### config.mk
export PLATFORM = sky130hd
export DESIGN_NAME = ocspm_cdma
export DESIGN_NICKNAME = d
export VERILOG_FILES = /design/src/rtl/ocspm_cdma.sv
export SDC_FILE = /design/constraint.sdc
export NUM_CORES = 1
export LEC_CHECK = 0
export CAP_MARGIN = 15
export CORE_ASPECT_RATIO = 1.5
export CORE_MARGIN = 2
export CORE_UTILIZATION = 40
export CTS_CLUSTER_DIAMETER = 200
export DETAILED_ROUTE_END_ITERATION = 16
export GPL_ROUTABILITY_DRIVEN = 0
export PLACE_DENSITY = 0.7
export SETUP_SLACK_MARGIN = 0.1
export SYNTH_ARGS = -nofsm -noshare
export SYNTH_HDL_FRONTEND = slang
export SYNTH_SLANG_ARGS = --single-unit
### constraint.sdc
create_clock -name clk -period 2.8 [get_ports clk]
set_input_delay 0.42 -clock clk [delete_from_list [all_inputs] [get_ports clk]]
set_output_delay 0.42 -clock clk [all_outputs]
set_load 0.01 [all_outputs]
### src/rtl/ocspm_cdma.sv
`default_nettype none
// ocspm_cdma -- byte-wide DMA between an external Wishbone space and the scratchpad cDMA port.
// Revision 1.0
module ocspm_cdma #(
  parameter int SPM_AWID = 10,
  parameter int EXT_AWID = 16
) (
  input  logic                clk,
  input  logic                rst,
  input  logic [2:0]          CFG_ADRi,
  input  logic [7:0]          CFG_DATi,
  output logic [7:0]          CFG_DATo,
  input  logic                CFG_WEi,
  input  logic                CFG_CYCi,
  input  logic                CFG_STBi,
  output logic                CFG_ACKo,
  output logic [EXT_AWID-1:0] M_ADRo,
  output logic [7:0]          M_DATo,
  input  logic [7:0]          M_DATi,
  output logic                M_WEo,
  output logic                M_CYCo,
  output logic                M_STBo,
  input  logic                M_ACKi,
  output logic [7:0]          spm_dat_o,
  input  logic [7:0]          spm_dat_i,
  output logic                dma_req,
  output logic [SPM_AWID-1:0] dmaaddr,
  output logic                spm_we,
  output logic                irq
);

  typedef enum logic [2:0] {
    S_IDLE    = 3'd0,
    S_EXT_RD  = 3'd1,
    S_SPM_WR  = 3'd2,
    S_SPM_RD  = 3'd3,
    S_SPM_CAP = 3'd4,
    S_EXT_WR  = 3'd5,
    S_NEXT    = 3'd6
  } state_t;

  state_t              state_q, state_d;
  logic [EXT_AWID-1:0] ext_q, ext_d;
  logic [SPM_AWID-1:0] spm_q, spm_d;
  logic [15:0]         len_q, len_d;
  logic                dir_q, dir_d;
  logic                ie_q, ie_d;
  logic                done_q, done_d;
  logic                aborted_q, aborted_d;
  logic                abort_pend_q, abort_pend_d;
  logic [7:0]          buf_q, buf_d;
  logic                ack_q;
  logic                m_cyc_q, m_we_q, dma_req_q, spm_we_q, irq_q;

  logic                w_idle;
  logic                w_wr;
  logic [15:0]         w_ext_rd;
  logic [15:0]         w_spm_rd;

  assign w_idle   = (state_q == S_IDLE);
  assign w_wr     = ack_q & CFG_CYCi & CFG_STBi & CFG_WEi;
  assign w_ext_rd = 16'(ext_q);
  assign w_spm_rd = 16'(spm_q);

  assign CFG_ACKo  = ack_q;
  assign M_ADRo    = ext_q;
  assign M_DATo    = buf_q;
  assign M_WEo     = m_we_q;
  assign M_CYCo    = m_cyc_q;
  assign M_STBo    = m_cyc_q;
  assign spm_dat_o = buf_q;
  assign dma_req   = dma_req_q;
  assign dmaaddr   = spm_q;
  assign spm_we    = spm_we_q;
  assign irq       = irq_q;

  always_comb begin
    CFG_DATo = 8'h00;
    case (CFG_ADRi)
      3'd0: CFG_DATo = w_ext_rd[7:0];
      3'd1: CFG_DATo = w_ext_rd[15:8];
      3'd2: CFG_DATo = w_spm_rd[7:0];
      3'd3: CFG_DATo = w_spm_rd[15:8];
      3'd4: CFG_DATo = len_q[7:0];
      3'd5: CFG_DATo = len_q[15:8];
      3'd6: CFG_DATo = {5'b0, ie_q, dir_q, 1'b0};
      3'd7: CFG_DATo = {5'b0, aborted_q, done_q, ~w_idle};
      default: ;
    endcase
  end

  always_comb begin
    state_d      = state_q;
    ext_d        = ext_q;
    spm_d        = spm_q;
    len_d        = len_q;
    dir_d        = dir_q;
    ie_d         = ie_q;
    done_d       = done_q;
    aborted_d    = aborted_q;
    abort_pend_d = abort_pend_q;
    buf_d        = buf_q;

    // Configuration writes; address/length/mode are frozen while a transfer runs.
    if (w_wr) begin
      case (CFG_ADRi)
        3'd0: if (w_idle) ext_d = EXT_AWID'({w_ext_rd[15:8], CFG_DATi});
        3'd1: if (w_idle) ext_d = EXT_AWID'({CFG_DATi, w_ext_rd[7:0]});
        3'd2: if (w_idle) spm_d = SPM_AWID'({w_spm_rd[15:8], CFG_DATi});
        3'd3: if (w_idle) spm_d = SPM_AWID'({CFG_DATi, w_spm_rd[7:0]});
        3'd4: if (w_idle) len_d = {len_q[15:8], CFG_DATi};
        3'd5: if (w_idle) len_d = {CFG_DATi, len_q[7:0]};
        3'd6: begin
          if (w_idle) begin
            dir_d = CFG_DATi[1];
            ie_d  = CFG_DATi[2];
            if (CFG_DATi[0]) begin
              done_d       = 1'b0;
              aborted_d    = 1'b0;
              abort_pend_d = 1'b0;
              if (len_q == 16'd0) done_d = 1'b1;
              else                state_d = CFG_DATi[1] ? S_SPM_RD : S_EXT_RD;
            end
          end else if (CFG_DATi[3]) begin
            abort_pend_d = 1'b1;
          end
        end
        3'd7: begin
          if (CFG_DATi[1]) done_d    = 1'b0;
          if (CFG_DATi[2]) aborted_d = 1'b0;
        end
        default: ;
      endcase
    end

    case (state_q)
      S_EXT_RD: if (M_ACKi) begin
        buf_d   = M_DATi;
        state_d = S_SPM_WR;
      end
      S_SPM_WR:  state_d = S_NEXT;
      S_SPM_RD:  state_d = S_SPM_CAP;
      S_SPM_CAP: begin
        buf_d   = spm_dat_i;
        state_d = S_EXT_WR;
      end
      S_EXT_WR: if (M_ACKi) state_d = S_NEXT;
      // Byte boundary: the only point where completion or abort can end the run.
      S_NEXT: begin
        ext_d = ext_q + EXT_AWID'(1);
        spm_d = spm_q + SPM_AWID'(1);
        len_d = len_q - 16'd1;
        if (len_q == 16'd1) begin
          done_d       = 1'b1;
          abort_pend_d = 1'b0;
          state_d      = S_IDLE;
        end else if (abort_pend_q) begin
          aborted_d    = 1'b1;
          abort_pend_d = 1'b0;
          state_d      = S_IDLE;
        end else begin
          state_d = dir_q ? S_SPM_RD : S_EXT_RD;
        end
      end
      default: ;
    endcase
  end

  always_ff @(posedge clk or negedge rst) begin
    if (!rst) begin
      state_q      <= S_IDLE;
      ext_q        <= '0;
      spm_q        <= '0;
      len_q        <= '0;
      dir_q        <= 1'b0;
      ie_q         <= 1'b0;
      done_q       <= 1'b0;
      aborted_q    <= 1'b0;
      abort_pend_q <= 1'b0;
      buf_q        <= '0;
      ack_q        <= 1'b0;
      m_cyc_q      <= 1'b0;
      m_we_q       <= 1'b0;
      dma_req_q    <= 1'b0;
      spm_we_q     <= 1'b0;
      irq_q        <= 1'b0;
    end else begin
      state_q      <= state_d;
      ext_q        <= ext_d;
      spm_q        <= spm_d;
      len_q        <= len_d;
      dir_q        <= dir_d;
      ie_q         <= ie_d;
      done_q       <= done_d;
      aborted_q    <= aborted_d;
      abort_pend_q <= abort_pend_d;
      buf_q        <= buf_d;
      ack_q        <= CFG_CYCi & CFG_STBi & ~ack_q;
      // Bus controls are decoded from the next state so they line up with it.
      m_cyc_q      <= (state_d == S_EXT_RD) || (state_d == S_EXT_WR);
      m_we_q       <= (state_d == S_EXT_WR);
      dma_req_q    <= (state_d == S_SPM_WR) || (state_d == S_SPM_RD) || (state_d == S_SPM_CAP);
      spm_we_q     <= (state_d == S_SPM_WR);
      irq_q        <= ie_d & (done_d | aborted_d);
    end
  end

endmodule
`default_nettype wire

Yosys cells after proc, flatten, opt, wreduce, memory -nomap -nowiden
Index checks and enable logic that the tools add are counted.
{"block": "op_classes", "addsub": 3, "n_eq_ne": 26, "n_mux": 55, "bitwise": 9, "n_reduce_logical": 23}
{"operator": "$mux 16", "n": 5}
{"operator": "$pmux 16 s2", "n": 2}
{"operator": "$pmux 8 s8", "n": 1}
{"operator": "$mux 10", "n": 3}
{"operator": "$eq 3x3->1 const B", "n": 9}
{"operator": "$mux 1", "n": 25}
{"operator": "$mux 8", "n": 3}
{"operator": "$reduce_and 4->1", "n": 6}
{"operator": "$mux 3", "n": 7}
{"operator": "$pmux 10 s2", "n": 1}
{"operator": "$eq 3x2->1 const B", "n": 6}
{"operator": "$pmux 3 s6", "n": 1}
{"operator": "$reduce_bool 2->1", "n": 9}
{"operator": "$add 16x1->16 const B", "n": 1}
{"operator": "$eq 16x1->1 const B", "n": 1}
{"operator": "$logic_not 16->1", "n": 1}
{"operator": "$pmux 8 s2", "n": 1}
{"operator": "$sub 16x1->16 const B", "n": 1}
{"operator": "$ne 2x2->1 const B", "n": 7}
{"operator": "$add 10x1->10 const B", "n": 1}
{"operator": "$eq 3x1->1 const B", "n": 3}
{"operator": "$mux 2", "n": 4}
{"operator": "$and 1x1->1", "n": 6}
{"operator": "$logic_not 3->1", "n": 2}
{"operator": "6 further kinds", "n": 10}
{"block": "totals", "reg_bits": 64, "in_bits": 33, "out_inout_bits": 57}

Longest topological paths before layout
Gate-level depths: netlist (run 1).
{"block": "depth", "word_depth": 11, "ltp_mapped": 8}

Worst setup path after synthesis (run 1)
No wires, ideal clock.
{"block": "synth_timing", "path_type": "input to output", "from": "in CFG_ADRi[1]", "to": "out CFG_DATo[2]", "arrival_time_ns": 1.648, "required_ns": 2.380, "path_slack_ns": 0.732, "path_stages": 5, "path_cell_list": "clkbuf_1 clkbuf_1 mux4_2 nand2_1 o21ai_0"}
{"block": "synth_between", "elab_chain_cells": 2, "word_cells_on_any_way": 9, "classes_between": "eq/ne (7); mux (1); reduce/logical (1)"}
{"item": "start: declaration", "line_no": "10", "text": "input logic [2:0] CFG_ADRi,"}
{"item": "$eq 3x3->1, or another cell as far along", "line_no": "79", "text": "case (CFG_ADRi)"}
{"item": "$pmux 8 s8 *", "line_no": "79"}
{"item": "end: declaration", "line_no": "12", "text": "output logic [7:0] CFG_DATo,"}
Mark *: on every way between the ends. The rest lies on a longest branch, timed or not.

Worst setup path after layout (run 1)
{"block": "layout_timing", "from": "in CFG_ADRi[0]", "to": "out CFG_DATo[6]"}
The elaborated chain is that of the path after synthesis.

==> results of run 1 <==
[sequential cells by signal, summed over array words and instances, names as in the netlist]
name and count:
state_q 3, dir_q 1, irq 1, dmaaddr 10, spm_we 1, M_WEo 1, abort_pend_q 1, CFG_ACKo 1
dma_req 1, M_ADRo 16, ie_q 1, done_q 1, M_CYCo 1, aborted_q 1, M_DATo 8, len_q 16
[cell usage after synthesis, types with 10 or more instances]
library cell,count
sky130_fd_sc_hd__nor4_1,13
sky130_fd_sc_hd__nand3_1,12
sky130_fd_sc_hd__nand2_1,42
sky130_fd_sc_hd__nor3_1,10
sky130_fd_sc_hd__mux2i_1,14
sky130_fd_sc_hd__nor2_1,50
sky130_fd_sc_hd__inv_1,10
sky130_fd_sc_hd__dfrtp_1,64
sky130_fd_sc_hd__o21ai_0,34
sky130_fd_sc_hd__a21oi_1,34
sky130_fd_sc_hd__nand4_1,12
sky130_fd_sc_hd__clkbuf_1,15
sky130_fd_sc_hd__o22ai_1,24
[power by group through the flow]
stage	registers (W)	clock network (W)	logic [W]
final	0.00163	0.00115	0.00213
after detailed placement	0.00163	0	0.00212
after floorplan	0.00155	0	0.00127
after CTS	0.00162	0.00116	0.00213
after global placement	0.00162	0	0.00208
after global routing	0.00167	0.00121	0.00234
[through the flow]
| step | total power [W] | setup TNS [ns] |
|---|---|---|
| floorplan | 0.00282 | 0 |
| global placement | 0.00371 | -0.0606 |
| detailed placement | 0.00375 | -0.105 |
| CTS | 0.00490 | 0 |
| global route | 0.00522 | 0 |
| finish | 0.00491 | 0 |
[how the worst min path moves through the flow]
stage | start | endpoint | slack [ns] | cells past startpoint
3_5_place_dp | rst | M_DATo[4] | 0.45 | 1
4_1_cts | rst | M_DATo[5] | 0.09 | 1
6_report | rst | M_DATo[5] | 0.08 | 1
3_3_place_gp | rst | M_DATo[4] | 0.44 | 1
2_1_floorplan | rst | CFG_ACKo | 0.12 | 0
5_1_grt | rst | M_DATo[4] | 0.13 | 1
[routing by layer]
metal,vias up,wire length [microns]
met5,-,0
met4,0,990
met3,65,1040
met2,237,6760
met1,2042,5120
li1,1958,-
[area by class of cell]
type,count,area [sq um]
multi-input cells,358,2210
clock buffers,11,253
repair buffers,121,1160
flip-flops and latches,64,1600
well taps,117,146
inverters,11,41.3
fillers,938,4510
clock inverters,5,55.1
[worst max-delay path: cells and delay by family]
kind	cells	cell delay (ns)
simple gates	1	0.08
buf+inv	3	1.11
mux	1	0.52
compound gates	1	0.08
[kinds of logic after synthesis]
group                    Yosys count
AO/OA/AOI/OAI                    154
multiplexers                      18
buffers and inverters             48
adder cells (fa/ha/maj)            5
flip-flops                        64
XOR/XNOR                           2
AND/OR/NAND/NOR                  179
[repair_timing]
| item | in CTS | in global routing |
|---|---|---|
| endpoints found under the setup margin | 7 | 3 |
| hold buffers | 0 | 0 |
| resized for setup | 3 | 4 |
==> impl_metrics.json, run 1 <==
{
  "io_buffer_count": 89,
  "tritoncts.num_buffers": 9,
  "timing.critical_path.from_type": "primary input",
  "use_met2_pct": 44.4,
  "flow.area_growth_from_synthesis_pct": 34.9,
  "post-synth-top-area-fraction_pct": 39.6,
  "launch_instance_of_the_worst_register_to_register_path": "state_q[1]",
  "mostFrequentLayoutCell": "sky130_fd_sc_hd__clkdlybuf4s50_1",
  "ir_drop_v": 0.000455,
  "final_core_util_pct": 54.8,
  "cts_tree": "built",
  "worst_setup_hold_path_clk_slew_ns": 0.06,
  "design.final.nets": 603,
  "critical_path_class": "in2out",
  "die_y_microns": 127,
  "detailroute.via_count": 4302,
  "dominant_combinational_cell_family_by_area_after_synthesis": "compound AO/OA/AOI/OAI gates",
  "synth_cells": 470,
  "grtUsageMet3_pct": 5.04,
  "postRouteAntennaNets": 0,
  "grt.total_usage_pct": 26.1,
  "p_int_w": 0.00296,
  "crit_start": "CFG_ADRi[0]",
  "cts_num_sinks": 64,
  "swShare_pct": 39.8,
  "muxShareOfSynthArea_pct": 5.13,
  "max_freq_mhz": 379,
  "crit_path_frequent_cell": "sky130_fd_sc_hd__clkdlybuf4s50_1",
  "floorplan.die_area_sq_um": 11000,
  "clock_power_share_pct": 23.5,
  "clock_tree.htree_level_count": 3,
  "gr-usage-met1_pct": 29.4,
  "final_area_sq_um": 5460,
  "synth_async_sr_flop_share_pct": 100,
  "max_root_sink_buffers": 2,
  "critPathCaptureType": "output pin",
  "synthesis.yosys.warnings": 0,
  "power.share.combinational_pct": 43.4,
  "worst-endpoint-arrival_ns": 2.22,
  "finClkSkew_ns": 0.00728,
  "cts.root.buffer_cell": "sky130_fd_sc_hd__clkbuf_16",
  "antenna-diode-count": 0,
  "p_seq_share_pct": 33.1,
  "fraction_of_final_layout_cells_sized_beyond_drive_strength_1_pct": 11.8,
  "crit_path_end": "CFG_DATo[6]",
  "power.switching_w": 0.00196,
  "finalCriticalPeriod_ns": 2.64,
  "hpwl_microns": 10400,
  "max_stage_delay_ns": 0.52,
  "layoutNonFillerInstCount": 687,
  "unrepaired_setup_endpoints_after_global_routing": "false",
  "placed_area_sq_um": 5150,
  "drc_errors": 0,
  "final.hold.worst_slack_ns": 0.0774,
  "dp_cells": 671,
  "post_synth_num_cell_types": 61,
  "power_density_nw_per_um2": 900,
  "syn-num-nets": 508,
  "initial_cell_density_of_the_core_pct": 40.6,
  "crit_path_max_fanout": 11,
  "detail_route.wl_per_cell_microns": 20.3,
  "post-synth-top-area-cell": "sky130_fd_sc_hd__dfrtp_1",
  "synth-main-ff-cell": "sky130_fd_sc_hd__dfrtp_1",
  "final_min_period_over_clock_period_pct": 94.2,
  "fp-row-count": 45,
  "synth_area_per_cell_sq_um": 8.61,
  "grt_antenna_before_repair": 0,
  "wirelength_microns": 13900,
  "hp-class": "in2async",
  "firstDrtPassIters": 5,
  "max_cap_violations": 0,
  "fraction_of_the_mapped_netlist_area_in_compound_gates_pct": 25.1,
  "postSynthRegisterBits": 64,
  "timing.slew.headroom_pct": 56.2,
  "slowest_stage": "sky130_fd_sc_hd__mux4_2",
  "post_synth_instance_area_sq_um": 4050,
  "outcome": "complete, no violations",
  "worst-endpoint-required_ns": 2.38,
  "drv_slew": 0,
  "clk_latency_ns": 0.33,
  "cellLeakagePower_nw": 2.22,
  "yosys.area_share.simple_pct": 22.3,
  "synth_seq_area_share_pct": 39.6,
  "timing.reg2reg.worst_path_depth": 5,
  "number_of_hold_slack_violations_in_the_final_timing_report": 0,
  "grt_pass1_wl_microns": 22000,
  "synth_xor_area_share_pct": 0.433,
  "pre_cts_slack_ns": -0.0686,
  "reg2reg_slack_ns": 0.61,
  "post_synth_fa_ha_maj_area_fraction_pct": 1.55,
  "drtIter0Drc": 320,
  "final-setup-viol-count": 0,
  "worstPathCellList": "clkdlybuf4s50_1 -> buf_6 -> mux4_2 -> nand2_1 -> o21ai_0 -> clkdlybuf4s50_1",
  "layout.cells.most_common_list": "sky130_fd_sc_hd__clkdlybuf4s50_1 (85), sky130_fd_sc_hd__dfrtp_1 (64), sky130_fd_sc_hd__nor2_1 (50)",
  "route.detailed.vias_per_inst": 6.26,
  "synth_area_leaders": "sky130_fd_sc_hd__dfrtp_1 (40%), sky130_fd_sc_hd__nor2_1 (4.6%), sky130_fd_sc_hd__a21oi_1 (4.2%), sky130_fd_sc_hd__o21ai_0 (4.2%), sky130_fd_sc_hd__nand2_1 (3.9%)",
  "grt_max_degree": 43,
  "grt_pass1_vias": 4207,
  "fin_ws_ns": 0.162,
  "horizontal_die_dimension_microns": 86.1,
  "post-cts-setup-buffer-count": 0,
  "synth-edff-count": 0,
  "r2r-end": "M_ADRo[9]",
  "worst-slew-pin-transition_ns": 0.657,
  "core_area_sq_um": 9970,
  "num_io_pins": 90,
  "grt_remaining_overflow": 0,
  "global_route.peak_usage_layer": "met2"
}
Power figures use the tool's default switching activity.
==> run 2: changes to the inputs <==
--- a/config.mk
+++ b/config.mk
@@ -5,6 +5,7 @@
 export SDC_FILE = /design/constraint.sdc
 export NUM_CORES = 1
 export LEC_CHECK = 0
+export ABC_AREA = 1
 export CAP_MARGIN = 15
 export CORE_ASPECT_RATIO = 1.5
 export CORE_MARGIN = 2
@@ -12,7 +13,7 @@
 export CTS_CLUSTER_DIAMETER = 200
 export DETAILED_ROUTE_END_ITERATION = 16
 export GPL_ROUTABILITY_DRIVEN = 0
-export PLACE_DENSITY = 0.7
+export PLACE_DENSITY = 0.69
 export SETUP_SLACK_MARGIN = 0.1
 export SYNTH_ARGS = -nofsm -noshare
 export SYNTH_HDL_FRONTEND = slang
==> impl_metrics.json, run 2 <==
{
  "ir_drop_v": 0.000414,
  "p_seq_share_pct": 29.9,
  "cts_num_sinks": 64,
  "synth_seq_area_share_pct": 36.8,
  "placed_area_sq_um": 5380,
  "wirelength_microns": 14300,
  "yosys-top-cells-count": "sky130_fd_sc_hd__nand2_1 (133), sky130_fd_sc_hd__inv_1 (74), sky130_fd_sc_hd__nor2_1 (66)",
  "io_buffer_count": 89,
  "clock_power_share_pct": 21.1,
  "power.switching_w": 0.00272,
  "firstDrtPassIters": 5,
  "synth_cells": 614,
  "num_io_pins": 90,
  "gr-usage-met1_pct": 29.5,
  "number_of_hold_slack_violations_in_the_final_timing_report": 0,
  "initial_cell_density_of_the_core_pct": 41.1,
  "fp-row-count": 46,
  "synth.most_common_cell": "sky130_fd_sc_hd__nand2_1",
  "flow.area_growth_from_synthesis_pct": 32.4,
  "clk_latency_ns": 0.34,
  "critPathCaptureType": "output pin",
  "mostFrequentLayoutCell": "sky130_fd_sc_hd__nand2_1",
  "unrepaired_setup_endpoints_after_global_routing": "true",
  "drv_slew": 0,
  "post-synth-top-area-fraction_pct": 36.8,
  "synth_async_sr_flop_share_pct": 100,
  "finClkSkew_ns": 0.00792,
  "cts.root.buffer_cell": "sky130_fd_sc_hd__clkbuf_16",
  "fraction_of_final_layout_cells_sized_beyond_drive_strength_1_pct": 11.4,
  "drtIter0Drc": 419,
  "use_met2_pct": 41.5,
  "critical_path_class": "in2out",
  "postSynthRegisterBits": 64,
  "final_area_sq_um": 5760,
  "max_root_sink_buffers": 2,
  "slowest_stage": "sky130_fd_sc_hd__clkdlybuf4s50_1",
  "cp_num_buf_inv": 4,
  "path_depth": 7,
  "post-cts-setup-buffer-count": 0,
  "core_area_sq_um": 10600,
  "max_freq_mhz": 378,
  "global_route.peak_usage_layer": "met2",
  "power.share.combinational_pct": 49.0,
  "clock_tree.htree_level_count": 3,
  "tns_ns": 0,
  "cellLeakagePower_nw": 2.68,
  "worst-endpoint-arrival_ns": 2.23,
  "detailroute.via_count": 4743,
  "grt_pass1_vias": 4501,
  "grt_remaining_overflow": 0,
  "route.detailed.vias_per_inst": 5.55,
  "layout.cells.most_common_list": "sky130_fd_sc_hd__nand2_1 (132), sky130_fd_sc_hd__clkdlybuf4s50_1 (80), sky130_fd_sc_hd__inv_1 (74)",
  "detail_route.wl_per_cell_microns": 16.8,
  "grt_antenna_before_repair": 0,
  "grt_pass1_wl_microns": 22600,
  "hp-class": "in2async",
  "final_min_period_over_clock_period_pct": 94.5,
  "critical_path.top_delay_family": "buffers and inverters",
  "power_density_nw_per_um2": 1080,
  "final.hold.worst_slack_ns": 0.109,
  "synthesis.yosys.warnings": 0,
  "finalCriticalPeriod_ns": 2.65,
  "max_stage_delay_ns": 0.54,
  "synth-edff-count": 0,
  "cts_tree": "built",
  "synth_area_per_cell_sq_um": 7.09,
  "post-synth-top-area-cell": "sky130_fd_sc_hd__dfrtp_1",
  "outcome": "complete, no violations",
  "timing.slew.headroom_pct": 55.8,
  "max_cap_violations": 0,
  "timing.critical_path.from_type": "primary input",
  "synth-main-ff-cell": "sky130_fd_sc_hd__dfrtp_1",
  "tritoncts.num_buffers": 9,
  "grt.total_usage_pct": 24.6,
  "p_int_w": 0.00350,
  "crit_path_frequent_cell": "sky130_fd_sc_hd__clkdlybuf4s50_1",
  "worst-endpoint-required_ns": 2.38,
  "grtUsageMet3_pct": 4.01,
  "post_synth_instance_area_sq_um": 4350,
  "final-setup-viol-count": 0,
  "grt_max_degree": 38,
  "antenna-diode-count": 0,
  "worstPathCellList": "clkdlybuf4s50_1 -> buf_6 -> nor3_4 -> buf_4 -> a221oi_2 -> nand2_1 -> clkdlybuf4s50_1",
  "swShare_pct": 43.8,
  "syn-num-nets": 652,
  "floorplan.die_area_sq_um": 11800,
  "drc_errors": 0,
  "post_synth_num_cell_types": 41,
  "number_of_buffers_added_to_fix_hold_violations_after_cts": 0,
  "synth_area_leaders": "sky130_fd_sc_hd__dfrtp_1 (37%), sky130_fd_sc_hd__nand2_1 (11%), sky130_fd_sc_hd__inv_1 (6.4%), sky130_fd_sc_hd__nor2_1 (5.7%), sky130_fd_sc_hd__nand3_1 (5.5%)",
  "worst-slew-pin-transition_ns": 0.663,
  "postRouteAntennaNets": 0,
  "timing.reg2reg.worst_path_depth": 9,
  "horizontal_die_dimension_microns": 89.2,
  "crit_path_max_fanout": 6,
  "design.final.nets": 743,
  "die_y_microns": 132,
  "worst_setup_hold_path_clk_slew_ns": 0.06,
  "hpwl_microns": 10800
}
[run 2: area by class of cell]
cell class	instances	area, sq um
sequential	64	1600
multi-input combinational	434	2270
tap	144	180
inverter	90	338
clock inverter	7	120
fill	1020	4830
timing repair buffer	106	1030
clock buffer	9	225
[run 2: worst paths after layout]
check                         endpoint  slack (ns)        start
setup / recovery           CFG_DATo[7]        0.15  CFG_ADRi[2]
setup reg to reg              len_q[9]        0.70   state_q[2]
max in group asynchronous   state_q[2]        2.05          rst
min in group clk              CFG_ACKo        0.46     CFG_ACKo
hold reg to reg               CFG_ACKo        0.46     CFG_ACKo
hold / removal              dmaaddr[2]        0.11          rst
[run 2: cells by family (layout without fill, tap and decap cells)]
group                    Yosys count  count (layout)  share of synthesized area, %
buffers and inverters            116             212                          11.9
flip-flops                        64              64                          36.8
XOR/XNOR                           3               3                         0.604
AND/OR/NAND/NOR                  284             284                          29.3
adder cells (fa/ha/maj)            5               5                          1.44
AO/OA/AOI/OAI                    142             142                          19.9
[run 2: repair_timing]
action / CTS / global route
pin swaps: 1 / 0
setup endpoints to repair: 8 / 4
resized for setup: 9 / 7
[run 2: through the flow]
stage	util [%]	setup slack, ns	total power, W	std cells
floorplan	-	1.05	0.00365	614
global placement	50.8	-0.0460	0.00480	838
detailed placement	50.8	-0.103	0.00487	838
CTS	54.1	0.0917	0.00619	854
global route	54.4	0.0834	0.00663	854
finish	54.4	0.155	0.00622	854
[run 2: layer usage]
layer,up-vias,wire (microns)
li1,2239,-
met2,223,7330
met1,2237,5520
met4,0,547
met3,44,929
met5,-,0
[run 2: power groups by stage]
stage	clock network, W	registers (W)	logic (W)
detailed placement	0	0.00185	0.00302
global placement	0	0.00184	0.00296
floorplan	0	0.00179	0.00185
CTS	0.00132	0.00184	0.00303
finish	0.00131	0.00186	0.00305
global route	0.00136	0.00190	0.00336
==> run 3: changes to the inputs <==
--- a/config.mk
+++ b/config.mk
@@ -9,11 +9,11 @@
 export CAP_MARGIN = 15
 export CORE_ASPECT_RATIO = 1.5
 export CORE_MARGIN = 2
-export CORE_UTILIZATION = 40
+export CORE_UTILIZATION = 52
 export CTS_CLUSTER_DIAMETER = 200
 export DETAILED_ROUTE_END_ITERATION = 16
 export GPL_ROUTABILITY_DRIVEN = 0
-export PLACE_DENSITY = 0.69
+export PLACE_DENSITY = 0.85
 export SETUP_SLACK_MARGIN = 0.1
 export SYNTH_ARGS = -nofsm -noshare
 export SYNTH_HDL_FRONTEND = slang
==> impl_metrics.json, run 3 (synthesized netlist as in run 2, its figures left out) <==
{
  "initial_cell_density_of_the_core_pct": 54.0,
  "fraction_of_final_layout_cells_sized_beyond_drive_strength_1_pct": 10.8,
  "pre_cts_slack_ns": -0.00824,
  "max_cap_violations": 0,
  "horizontal_die_dimension_microns": 78.7,
  "core_area_sq_um": 8060,
  "post-cts-setup-buffer-count": 0,
  "antenna-diode-count": 0,
  "swShare_pct": 43.8,
  "grt_pass1_wl_microns": 22800,
  "die_y_microns": 116,
  "route.detailed.vias_per_inst": 6.03,
  "worst-endpoint-arrival_ns": 2.14,
  "cellLeakagePower_nw": 2.65,
  "drv_slew": 0,
  "grt_pass1_vias": 4781,
  "crit_path_frequent_cell": "sky130_fd_sc_hd__buf_4",
  "layout.cells.most_common_list": "sky130_fd_sc_hd__nand2_1 (133), sky130_fd_sc_hd__clkdlybuf4s50_1 (82), sky130_fd_sc_hd__inv_1 (74)",
  "finalCriticalPeriod_ns": 2.56,
  "timing.slew.headroom_pct": 48.5,
  "floorplan.die_area_sq_um": 9140,
  "path_depth": 7,
  "slowest_stage": "sky130_fd_sc_hd__clkdlybuf4s50_1",
  "io_buffer_count": 89,
  "power.switching_w": 0.00272,
  "grt.total_usage_pct": 32.5,
  "wirelength_microns": 14100,
  "r2r-end": "dmaaddr[3]",
  "critical_path_class": "in2out",
  "hpwl_microns": 10400,
  "hp-class": "in2async",
  "outcome": "complete, no violations",
  "design.final.nets": 744,
  "critical_path.top_delay_family": "buffers and inverters",
  "critPathCaptureType": "output pin",
  "detail_route.wl_per_cell_microns": 17.2,
  "worstPathCellList": "dlygate4sd2_1 -> buf_4 -> nor3_4 -> buf_4 -> a221oi_1 -> nand2_1 -> clkdlybuf4s50_1",
  "fin_ws_ns": 0.242,
  "grt_max_degree": 34,
  "grt_remaining_overflow": 0,
  "ir_drop_v": 0.000732,
  "unrepaired_setup_endpoints_after_global_routing": "false",
  "launch_instance_of_the_worst_register_to_register_path": "state_q[2]",
  "mostFrequentLayoutCell": "sky130_fd_sc_hd__nand2_1",
  "crit_path_end": "CFG_DATo[5]",
  "drc_errors": 0,
  "grt_antenna_before_repair": 0,
  "power_density_nw_per_um2": 1090,
  "crit_path_max_fanout": 6,
  "cts_tree": "built",
  "max_stage_delay_ns": 0.50,
  "final_min_period_over_clock_period_pct": 91.4,
  "cp_num_buf_inv": 4,
  "max_freq_mhz": 391,
  "detailroute.via_count": 4917,
  "post_cts_resize_count": 5,
  "cts_num_sinks": 64,
  "timing.critical_path.from_type": "primary input",
  "final-setup-viol-count": 0,
  "postRouteAntennaNets": 0,
  "layoutNonFillerInstCount": 816,
  "p_int_w": 0.00349,
  "tritoncts.num_buffers": 9,
  "finClkSkew_ns": 0.00469,
  "worst_setup_hold_path_clk_slew_ns": 0.05,
  "number_of_hold_slack_violations_in_the_final_timing_report": 0,
  "reg2reg_slack_ns": 0.54,
  "p_seq_share_pct": 29.8,
  "firstDrtPassIters": 8,
  "power.share.combinational_pct": 49.4,
  "clock_power_share_pct": 20.9,
  "fp-row-count": 40,
  "drtIter0Drc": 518,
  "clk_latency_ns": 0.34,
  "post-layout-total-power_w": 0.00620,
  "cts.root.buffer_cell": "sky130_fd_sc_hd__clkbuf_16",
  "timing.reg2reg.worst_path_depth": 7,
  "number_of_buffers_added_to_fix_hold_violations_after_cts": 0,
  "worst-slew-pin-transition_ns": 0.773,
  "clock_tree.htree_level_count": 3,
  "num_io_pins": 90,
  "dp_cells": 800,
  "crit_start": "CFG_ADRi[0]",
  "flow.area_growth_from_synthesis_pct": 30.6,
  "worst-endpoint-required_ns": 2.38,
  "max_root_sink_buffers": 2
}
==> run 3: worst min-delay path by stage <==
stage	end	slack (ns)	cells past startpoint
finish	dmaaddr[5]	0.14	1
global route	dmaaddr[5]	0.22	1
CTS	dmaaddr[5]	0.18	1
detailed placement	CFG_ACKo	0.45	1
global placement	CFG_ACKo	0.44	1
floorplan	CFG_ACKo	0.12	0
==> run 3: through the flow <==
| stage | instance area (sq um) | hold WS, ns | TNS [ns] | util [%] |
|---|---|---|---|---|
| 2_1_floorplan | 4350 | 0.124 | 0 | - |
| 5_1_grt | 5690 | 0.218 | 0 | 70.6 |
| 3_3_place_gp | 5340 | 0.438 | 0 | 66.2 |
| 3_5_place_dp | 5340 | 0.453 | -0.00935 | 66.2 |
| 6_report | 5690 | 0.145 | 0 | 70.6 |
| 4_1_cts | 5670 | 0.178 | 0 | 70.3 |
==> run 3: area by class of cell <==
class	count	area [sq um]
multi-input cells	434	2250
inverters	90	338
well taps	105	131
flip-flops and latches	64	1600
fillers	638	2370
clock inverters	6	108
clock buffers	10	229
repair buffers	107	1030
==> run 3: layer usage <==
metal  track usage, %  vias to the layer above  routed length, microns
li1                 -                     2242                       -
met4             23.4                        0                     973
met3             8.26                       87                    1370
met2             52.8                      321                    6710
met1             37.0                     2267                    5010
met5                0                        -                       0
==> run 3: power by group through the flow <==
stage | Clock, W | Sequential (W) | Combinational, W
after floorplan | 0 | 0.00179 | 0.00185
after global placement | 0 | 0.00181 | 0.00291
after detailed placement | 0 | 0.00183 | 0.00301
after CTS | 0.00130 | 0.00182 | 0.00303
after global routing | 0.00134 | 0.00190 | 0.00337
final | 0.00129 | 0.00185 | 0.00306
